## config.mk

```make
export PLATFORM = sky130hd
export DESIGN_NAME = div16by8_r4_seq_flat
export DESIGN_NICKNAME = d
export VERILOG_FILES = /design/src/rtl/div16by8_r4_seq_pkg.sv /design/src/rtl/div16by8_r4_seq_if.sv /design/src/rtl/div16by8_r4_seq_step.sv /design/src/rtl/div16by8_r4_seq.sv /design/src/flat_wrapper.sv
export SDC_FILE = /design/constraint.sdc
export NUM_CORES = 1
export LEC_CHECK = 0
export ABC_CLOCK_PERIOD_IN_PS = 3800
export CORE_MARGIN = 1.5
export CORE_UTILIZATION = 25
export DETAILED_ROUTE_END_ITERATION = 6
export PLACE_DENSITY = 0.44
export SLEW_MARGIN = 15
export SYNTH_ARGS = -nofsm -noshare
export SYNTH_HDL_FRONTEND = slang
export SYNTH_SLANG_ARGS = --single-unit
```

## constraint.sdc

```tcl
create_clock -name clk -period 3.8 [get_ports clk]
set_input_delay 0.57 -clock clk [delete_from_list [all_inputs] [get_ports clk]]
set_output_delay 0.57 -clock clk [all_outputs]
set_load 0.05 [all_outputs]
```

## src/rtl/div16by8_r4_seq_pkg.sv

```systemverilog
// Shared types and sizing for the radix-4 sequential divider.
package div_pkg;

    typedef enum logic [1:0] {
        IDLE,
        RUN,
        DONE
    } state_t;

    localparam int DIV_W = 8;
    localparam int ITER  = DIV_W / 2;
    localparam int CNT_W = (ITER > 1) ? $clog2(ITER) : 1;

endpackage

```

## src/rtl/div16by8_r4_seq_if.sv

```systemverilog
// Operand/result handshake bundle for the divider.
interface div16by8_r4_seq_if #(
    parameter int W = div_pkg::DIV_W
);
    logic           in_valid;
    logic           in_ready;
    logic [2*W-1:0] dividend;
    logic [W-1:0]   divisor;
    logic           out_valid;
    logic           out_ready;
    logic [W-1:0]   quotient;
    logic [W-1:0]   remainder;
    logic           div_zero;
    logic           overflow;

    modport master (
        output in_valid, dividend, divisor, out_ready,
        input  in_ready, out_valid, quotient, remainder,
        input  div_zero, overflow
    );

    modport slave (
        input  in_valid, dividend, divisor, out_ready,
        output in_ready, out_valid, quotient, remainder,
        output div_zero, overflow
    );
endinterface

```

## src/rtl/div16by8_r4_seq_step.sv

```systemverilog
// One radix-4 restoring step: pick the largest digit d with d*B <= t.
module div_r4_step #(
    parameter int W = div_pkg::DIV_W
) (
    input  logic [W+1:0] t,
    input  logic [W+1:0] b1,
    input  logic [W+1:0] b2,
    input  logic [W+1:0] b3,
    output logic [1:0]   digit,
    output logic [W-1:0] rem
);
    logic [W-1:0] sub;

    // The true remainder is below B, so W-bit modular subtraction is exact.
    always_comb begin
        digit = 2'd0;
        sub   = '0;
        if (t >= b3) begin
            digit = 2'd3;
            sub   = b3[W-1:0];
        end else if (t >= b2) begin
            digit = 2'd2;
            sub   = b2[W-1:0];
        end else if (t >= b1) begin
            digit = 2'd1;
            sub   = b1[W-1:0];
        end
        rem = t[W-1:0] - sub;
    end
endmodule

```

## src/rtl/div16by8_r4_seq.sv

```systemverilog
// Sequential radix-4 unsigned divider, 2W/W -> W quotient, W remainder.
module div16by8_r4_seq
    import div_pkg::*;
#(
    parameter int W = DIV_W
) (
    input  logic             clk,
    input  logic             rst_n,
    div16by8_r4_seq_if.slave bus
);
    localparam int IT = W / 2;
    localparam int CW = (IT > 1) ? $clog2(IT) : 1;

    state_t        state_q, state_d;
    logic [CW-1:0] cnt_q, cnt_d;
    logic [W-1:0]  b_q, b_d;
    logic [W+1:0]  b3_q, b3_d;
    logic [W-1:0]  r_q, r_d;
    logic [W-1:0]  s_q, s_d;
    logic [W-1:0]  q_q, q_d;
    logic          dz_q, dz_d;
    logic          ov_q, ov_d;
    logic          in_ready_q, in_ready_d;
    logic          out_valid_q, out_valid_d;
    logic [W-1:0]  quo_q, quo_d;
    logic [W-1:0]  rem_q, rem_d;
    logic          dzo_q, dzo_d;
    logic          ovo_q, ovo_d;

    logic [W+1:0]  t;
    logic [1:0]    digit;
    logic [W-1:0]  step_rem;
    logic [W-1:0]  p_hi;

    assign t    = {r_q, s_q[W-1:W-2]};
    assign p_hi = bus.dividend[2*W-1:W];

    div_r4_step #(.W(W)) u_step (
        .t     (t),
        .b1    ({2'b00, b_q}),
        .b2    ({1'b0, b_q, 1'b0}),
        .b3    (b3_q),
        .digit (digit),
        .rem   (step_rem)
    );

    always_comb begin
        state_d     = state_q;
        cnt_d       = cnt_q;
        b_d         = b_q;
        b3_d        = b3_q;
        r_d         = r_q;
        s_d         = s_q;
        q_d         = q_q;
        dz_d        = dz_q;
        ov_d        = ov_q;
        in_ready_d  = in_ready_q;
        out_valid_d = out_valid_q;
        quo_d       = quo_q;
        rem_d       = rem_q;
        dzo_d       = dzo_q;
        ovo_d       = ovo_q;
        unique case (state_q)
            IDLE: begin
                if (bus.in_valid) begin
                    b_d        = bus.divisor;
                    b3_d       = {2'b00, bus.divisor}
                               + {1'b0, bus.divisor, 1'b0};
                    r_d        = p_hi;
                    s_d        = bus.dividend[W-1:0];
                    q_d        = '0;
                    cnt_d      = '0;
                    dz_d       = (bus.divisor == '0);
                    ov_d       = (bus.divisor != '0)
                               && (p_hi >= bus.divisor);
                    state_d    = RUN;
                    in_ready_d = 1'b0;
                end
            end
            RUN: begin
                // Error cases spend a single RUN cycle, then report.
                if (dz_q || ov_q) begin
                    state_d     = DONE;
                    out_valid_d = 1'b1;
                    quo_d       = '1;
                    rem_d       = '0;
                    dzo_d       = dz_q;
                    ovo_d       = ov_q;
                end else begin
                    s_d   = {s_q[W-3:0], 2'b00};
                    r_d   = step_rem;
                    q_d   = {q_q[W-3:0], digit};
                    cnt_d = cnt_q + 1'b1;
                    if (cnt_q == CW'(IT - 1)) begin
                        state_d     = DONE;
                        out_valid_d = 1'b1;
                        quo_d       = {q_q[W-3:0], digit};
                        rem_d       = step_rem;
                        dzo_d       = 1'b0;
                        ovo_d       = 1'b0;
                    end
                end
            end
            DONE: begin
                if (bus.out_ready) begin
                    state_d     = IDLE;
                    out_valid_d = 1'b0;
                    in_ready_d  = 1'b1;
                end
            end
            default: begin
                state_d     = IDLE;
                out_valid_d = 1'b0;
                in_ready_d  = 1'b1;
            end
        endcase
    end

    always_ff @(posedge clk) begin
        if (!rst_n) begin
            state_q     <= IDLE;
            cnt_q       <= '0;
            b_q         <= '0;
            b3_q        <= '0;
            r_q         <= '0;
            s_q         <= '0;
            q_q         <= '0;
            dz_q        <= 1'b0;
            ov_q        <= 1'b0;
            in_ready_q  <= 1'b1;
            out_valid_q <= 1'b0;
            quo_q       <= '0;
            rem_q       <= '0;
            dzo_q       <= 1'b0;
            ovo_q       <= 1'b0;
        end else begin
            state_q     <= state_d;
            cnt_q       <= cnt_d;
            b_q         <= b_d;
            b3_q        <= b3_d;
            r_q         <= r_d;
            s_q         <= s_d;
            q_q         <= q_d;
            dz_q        <= dz_d;
            ov_q        <= ov_d;
            in_ready_q  <= in_ready_d;
            out_valid_q <= out_valid_d;
            quo_q       <= quo_d;
            rem_q       <= rem_d;
            dzo_q       <= dzo_d;
            ovo_q       <= ovo_d;
        end
    end

    assign bus.in_ready  = in_ready_q;
    assign bus.out_valid = out_valid_q;
    assign bus.quotient  = quo_q;
    assign bus.remainder = rem_q;
    assign bus.div_zero  = dzo_q;
    assign bus.overflow  = ovo_q;
endmodule

```

## src/flat_wrapper.sv

```systemverilog
// flat-port wrapper written by rule: the top's interface ports become plain ports
module div16by8_r4_seq_flat import div_pkg::*;
#(
    parameter int W = DIV_W
)
  (clk, rst_n, bus_in_valid, bus_dividend, bus_divisor, bus_out_ready, bus_in_ready, bus_out_valid, bus_quotient, bus_remainder, bus_div_zero, bus_overflow);
  div16by8_r4_seq_if #(.W(W)) bus_i ();
  input  logic clk;
  input  logic rst_n;
  input wire logic [$bits(bus_i.in_valid)-1:0] bus_in_valid;
  input wire logic [$bits(bus_i.dividend)-1:0] bus_dividend;
  input wire logic [$bits(bus_i.divisor)-1:0] bus_divisor;
  input wire logic [$bits(bus_i.out_ready)-1:0] bus_out_ready;
  output wire logic [$bits(bus_i.in_ready)-1:0] bus_in_ready;
  output wire logic [$bits(bus_i.out_valid)-1:0] bus_out_valid;
  output wire logic [$bits(bus_i.quotient)-1:0] bus_quotient;
  output wire logic [$bits(bus_i.remainder)-1:0] bus_remainder;
  output wire logic [$bits(bus_i.div_zero)-1:0] bus_div_zero;
  output wire logic [$bits(bus_i.overflow)-1:0] bus_overflow;
  assign bus_i.in_valid = bus_in_valid;
  assign bus_i.dividend = bus_dividend;
  assign bus_i.divisor = bus_divisor;
  assign bus_i.out_ready = bus_out_ready;
  assign bus_in_ready = bus_i.in_ready;
  assign bus_out_valid = bus_i.out_valid;
  assign bus_quotient = bus_i.quotient;
  assign bus_remainder = bus_i.remainder;
  assign bus_div_zero = bus_i.div_zero;
  assign bus_overflow = bus_i.overflow;
  div16by8_r4_seq #(.W(W)) u_core (.clk(clk), .rst_n(rst_n), .bus(bus_i));
endmodule
```

== After elaboration in Yosys (flattened, before gate mapping) ==
Cells that the tools add are included.

* Memories: 0
* Register bits: 66
* Memory bits (writable): 0
* ROM bits: 0
* Bits in latches: 0
* Word-level logic and storage cells: 81
* Output and inout port bits: 20
* Bits of input ports: 28

* Reductions and logical operators: 13
* Divide/modulo/power cells: 0
* $add $sub $neg: 3
* Bitwise logic cells: 2
* Order comparisons: 4
* $mul: 0
* Multiplexer cells: 37
* Shift operators: 0
* Equal/unequal tests: 7

{| class="wikitable"
|+ Operators by type and width
! cell !! count
|-
| two-way mux 8 bit || 11
|-
| case mux 8 bit (2 select lines) || 2
|-
| two-way mux 2 bit || 8
|-
| two-way mux 6 bit || 2
|-
| case mux 6 bit (2 select lines) || 1
|-
| AND reduction 3 bit || 4
|-
| adder 8 x 9 -> 10 bit || 1
|-
| >= comparator 10 bit || 1
|-
| >= comparator 10 x 8 -> 1 bit || 1
|-
| >= comparator 10 x 9 -> 1 bit || 1
|-
| two-way mux 1 bit || 9
|-
| >= comparator 8 bit || 1
|-
| logical NOT 8 bit || 1
|-
| nonzero test 8 bit || 1
|-
| subtractor 8 bit || 1
|-
| != test 2 bit (second input constant) || 3
|-
| case mux 1 bit (3 select lines) || 2
|-
| case mux 2 bit (3 select lines) || 1
|-
| equality test 2 bit (second input constant) || 2
|-
| case mux 2 bit (2 select lines) || 1
|-
| AND reduction 2 bit || 2
|-
| nonzero test 2 bit || 2
|-
| != test 3 x 1 -> 1 bit (second input constant) || 1
|-
| adder 2 x 1 -> 2 bit (second input constant) || 1
|-
| other kinds (5) || 6
|}

== Depth between registers and ports, before layout ==
* Depth after elaboration: 7
* Depth in mapped cells: 19
* Mapped depth without buffers: 19

== Hierarchy ==
Synthesis repeated with hierarchy kept, for this count alone.

* Cells, all modules: 488
* Area total of the unflattened synthesis: 4473.0 sq um

{| class="wikitable"
|+ Modules (own cells, without submodules)
! module !! instances !! area an instance (sq um) !! seq. area each (sq um) !! cells each
|-
| div16by8_r4_seq || 1 || 3278.1 || 1301.2 || 329
|-
| div_r4_step || 1 || 1194.9 || 0.0 || 159
|}

== Least setup slack after synthesis ==
OpenSTA, ideal clock, no wires.

* Path kind: register to register
* Start: register u_core.b_q[5]
* End: register u_core.rem_q[7] (netlist: u_core.bus.remainder[7])
* Slack: 309 ps
* Arrival time: 3373 ps
* Path buffers: 0
* Cell stages (with the launch flop): 19
* Data required time: 3683 ps
* Clock period less this slack: 3491 ps
* Library setup time: 117 ps
* Path through: dfxtp_1 -> inv_1 -> ha_1 -> a21oi_2 -> a21oi_1 -> a2111oi_4 -> nand2_4 -> nor2_2 -> a221oi_1 -> a21o_1 -> ha_1 -> nor2b_1 -> o2111ai_1 -> nand3_1 -> o41ai_1 -> xnor2_1 -> and3_1 -> mux2i_1 -> nand2_1

* Word-level cells in the longest chain between the ends: 7
* Elaborated cells on any way between the ends: 8
* Classes of those cells: add/sub (1); order compare (2); mux (5)

{| class="wikitable"
|+ RTL lines
! element !! line !! RTL
|-
| start: declaration || div16by8_r4_seq.sv:16 || <nowiki>logic [W-1:0] b_q, b_d;</nowiki>
|-
| start signal: assignment || div16by8_r4_seq.sv:123 || <nowiki>b_q <= '0;</nowiki>
|-
| start signal: assignment || div16by8_r4_seq.sv:139 || <nowiki>b_q <= b_d;</nowiki>
|-
| >= comparator 10 x 8 -> 1 bit || div16by8_r4_seq_step.sv:24 || <nowiki>end else if (t >= b1) begin</nowiki>
|-
| two-way mux 8 bit || div16by8_r4_seq_step.sv:24 ||
|-
| two-way mux 8 bit * || div16by8_r4_seq_step.sv:21 || <nowiki>end else if (t >= b2) begin</nowiki>
|-
| two-way mux 8 bit * || div16by8_r4_seq_step.sv:18 || <nowiki>if (t >= b3) begin</nowiki>
|-
| subtractor 8 bit * || div16by8_r4_seq_step.sv:28 || <nowiki>rem = t[W-1:0] - sub;</nowiki>
|-
| two-way mux 8 bit * || div16by8_r4_seq.sv:94 || <nowiki>if (cnt_q == CW'(IT - 1)) begin</nowiki>
|-
| two-way mux 8 bit * || div16by8_r4_seq.sv:82 || <nowiki>if (dz_q || ov_q) begin</nowiki>
|-
| end signal: assignment || div16by8_r4_seq.sv:149 || <nowiki>rem_q <= rem_d;</nowiki>
|-
| end: declaration || div16by8_r4_seq.sv:26 || <nowiki>logic [W-1:0] rem_q, rem_d;</nowiki>
|}

Mark *: on every way between the ends. The rest lies on a longest branch, timed or not. The select of a mux whose other input is x is not followed.
A chain may end at the register's enable or synchronous reset.

== Worst setup path after layout ==
* Start: register u_core.r_q[5]
* End: register u_core.r_q[6]

* Word-level cells in the longest chain between the ends: 7
* Elaborated cells on any way between the ends: 9
* Classes of those cells: add/sub (1); order compare (3); mux (5)

{| class="wikitable"
|+ RTL lines
! element !! line !! RTL
|-
| start: declaration || div16by8_r4_seq.sv:18 || <nowiki>logic [W-1:0] r_q, r_d;</nowiki>
|-
| start signal: assignment || div16by8_r4_seq.sv:141 || <nowiki>r_q <= r_d;</nowiki>
|-
| >= comparator 10 x 8 -> 1 bit || div16by8_r4_seq_step.sv:24 ||
|-
| two-way mux 8 bit || div16by8_r4_seq_step.sv:24 ||
|-
| two-way mux 8 bit || div16by8_r4_seq_step.sv:21 ||
|-
| two-way mux 8 bit * || div16by8_r4_seq_step.sv:18 ||
|-
| subtractor 8 bit * || div16by8_r4_seq_step.sv:28 ||
|-
| two-way mux 8 bit * || div16by8_r4_seq.sv:82 ||
|-
| case mux 8 bit (2 select lines) * || div16by8_r4_seq.sv:63 || <nowiki>unique case (state_q)</nowiki>
|}

Marks and branches as above.

==> qor.yml <==
synth-xor-area-share_pct: 2.590
syn_area_per_cell_um2: 8.652
synth_edf_count: 0
core_area_um2: 15890
power_density_nw_per_um2: 537.1
maxSlewViolCount: 0
wirelength_mm: 12.49
cp_max_fo: 9
cts_root_buffer: "clkbuf_16"
critical_path.reg2reg.startpoint: "u_core.r_q[5]"
min_to: "u_core.b3_q[1]"
portBuffers: 47
ys_ff_latch: 65
period_needed_ns: 3.527
whs_ns: 0.4637
top_layer_used: "met4"
crit_top_cell: "o21ai_1"
place_hpwl_mm: 9.363
finish.net_count: 624
clk_latency_ns: 0.35
gp_congestion: 0.8973
crit_family: "compound AO/OA/AOI/OAI gates"
tightest_slew_ns: 0.8775
postRouteAntennaNets: 0
num_rows: 46
yosysTopAreaCell: "dfxtp_1"
num_antenna_cells: 0
drc: 0
synthAdderAreaFrac_pct: 17.64
critPathLaunchType: "flop"
async_flop_share_pct: 0
relSlewSlack_pct: 41.36
synth_top_family_by_area: "compound AO/OA/AOI/OAI gates"
grt.total_usage_pct: 15.38
grt_setup_unrepaired: "false"
synth_compound_area_share_pct: 24.48
placed_cell_area_um2: 4937
fin_worst_skew_ns: 0.007474
worstReg2RegEnd: "u_core.r_q[6]"
synthCells: 469
clockBufferDepth: 2
hp-class: "flop to flop"
ir_worst_vdd_mv: 0.2117
setup_viol: 0
cp-end-kind: "flop"
cts_max_level: 3
dieArea_um2: 17000
clock_sinks: 65
run_status: "completed"
drive_gt1_share_pct: 12.66
synth_area_um2: 4058
firstDrtPassIters: 4
grt_pass1_wl_mm: 19.42
cts_tree: "yes"
yosysMostFrequentCell: "dfxtp_1"
crit_slowest_cell: "fa_1"
drtIter0Drc: 140
leakagePower_uw: 0.002188
ctsHoldBuffers: 0
reg2reg_setup_slack_ns: 0.27
wl_met1_mm: 6.073
min_path_cells: 2
synth_simple_gate_area_share_pct: 17.92
synth_ff_type: "dfxtp_1"
grt_pass1_vias: 3619
wl_met2_mm: 5.824
syn_nets: 553
clk_pin_slew_ns: 0.06
ios: 48
final_util_pct: 33.40
period_share_pct: 92.80
ys_seq_area_share_pct: 32.07
synth.area.top_cells: "dfxtp_1, ha_1, nand2_1"
die_h_um: 130.4
final_area_um2: 5306
antenna_found_initial: 0
route.met3.wl_um: 344
critPathArrivalTime_ns: 3.77
vias: 3618
finalHoldViolCount: 0
synth_mux_area_share_pct: 0.8017
crit_type: "flop to flop"
yosysUniqueCellTypes: 52
reg2regPathDepth: 18
maxCapViolCount: 0
start_util_pct: 25.54
synth_commonest_cells: "dfxtp_1, nand2_1, ha_1"
yosysWarnings: 0
power.total_uw: 2850
via_per_inst: 4.754
grt_overflow: 0
min_from: "u_core.b3_q[1]"
netlist.area_leader.share_pct: 32.07
fmax_ghz: 0.2836
critPathRequiredTime_ns: 4.04
grt_max_degree: 33
crit_chain: "ha_1 -> a2111oi_4 -> o21ai_1 -> o21ai_2 -> a31oi_4 -> buf_4 -> nor2_2 -> nor2b_1 -> ha_1 -> fa_1 -> nor2b_1 -> o21ai_1 -> nand2b_1 -> a21o_1 -> a21oi_1 -> xor2_1 -> o21ai_1 -> o211a_1"
cp_num_buf_inv: 1
die_w_um: 130.4
cts_buffers: 9
finalSetupTns_ns: 0
area_growth_pct: 30.77
wl_per_cell_um: 16.41
cpPeakStageDelay_ns: 0.41
timing repair:
item | in CTS | in global routing
resized for setup | 1 | 9
pin swaps | 0 | 4
buffers inserted | 0 | 3
setup endpoints to repair | 1 | 5
gates cloned | 0 | 0
hold endpoints to repair | 0 | 0
worst min-delay path: stages (launching register included):
cell and delay, ns:
dfxtp_1 0.31, nand2_1 0.05, a21boi_0 0.06
metrics by stage:
stage | setup slack [ns] | std cells
final | 0.2734 | 761
after global routing | 0.008509 | 761
after CTS | 0.03434 | 758
after detailed placement | -0.06540 | 742
after global placement | 0.01759 | 742
after floorplan | 0.3091 | 469
layout make-up:
| class | count | area, µm² |
|---|---|---|
| Clock buffer | 10 | 239.0 |
| Clock inverter | 6 | 72.57 |
| Fill cell | 1691 | 10580 |
| Inverter | 29 | 108.9 |
| Multi-Input combinational cell | 356 | 2604 |
| Sequential cell | 65 | 1306 |
| Tap cell | 216 | 270.3 |
| Timing Repair Buffer | 79 | 705.7 |
how the worst max path moves through the flow:
stage / startpoint / end / slack (ns) / depth (start not counted)
after floorplan: u_core.b_q[5] / u_core.bus.remainder[7] / 0.31 / 18
after global placement: u_core.s_q[6] / u_core.r_q[6] / 0.02 / 20
after detailed placement: u_core.b_q[5] / u_core.r_q[7] / -0.07 / 17
after CTS: u_core.b_q[2] / u_core.r_q[6] / 0.03 / 20
after global routing: u_core.s_q[6] / u_core.r_q[6] / 0.009 / 20
final: u_core.r_q[5] / u_core.r_q[6] / 0.27 / 18
routing by layer:
| layer | vias to the layer above | global-route usage, % |
|---|---|---|
| li1 | 1812 | - |
| met1 | 1738 | 19.84 |
| met2 | 51 | 25.45 |
| met3 | 17 | 2.972 |
| met4 | 0 | 5.882 |
| met5 | - | 0 |
power breakdown:
part | internal, µW | leakage, µW | switching [µW] | total (µW)
Combinational | 534 | 0.00150 | 635 | 1170
Sequential | 741 | 0.000534 | 51.7 | 792
Clock | 534 | 0.000150 | 354 | 888
Total | 1810 | 0.00219 | 1040 | 2850
registers in the layout (all words and copies together) (netlist names):
signal                count
u_core.bus.quotient       8
u_core.state_q            2
u_core.dz_q               1
u_core.b3_q               9
u_core.r_q                8
u_core.ov_q               1
u_core.bus.remainder      8
u_core.bus.out_valid      1
u_core.q_q                6
u_core.bus.div_zero       1
u_core.s_q                8
u_core.bus.overflow       1
u_core.b_q                8
u_core.cnt_q              2
u_core.bus.in_ready       1
cells by family (layout without fill, tap and decap cells):
kind of cell	Yosys count	in the layout
AOI/OAI and AO/OA	130	130
xor gates and xnor gates	12	12
adders and majority gates	56	56
buffers and inverters	48	124
DFF	65	65
muxes	2	2
and+or+nand+nor	156	156
placed cells by master, fill, tap and decap left out, drive strengths merged, types with 3 or more instances in the layout:
cell type and instances:
and2 9, o21ai 25, a21o 9, xnor2 7
clkbuf 10, nand3 13, nor3 7, nor2b 17
o211ai 5, xor2 5, a2111oi 3, a31oi 3
a21boi 13, a22oi 16, inv 32, o221a 6
nand2 63, nor2 34, a311oi 9, ha 54
buf 33, o211a 5, clkdlybuf4s50 46, nand2b 9
a21oi 19, dfxtp 65, o21a 6
Power figures use the tool's default switching activity.
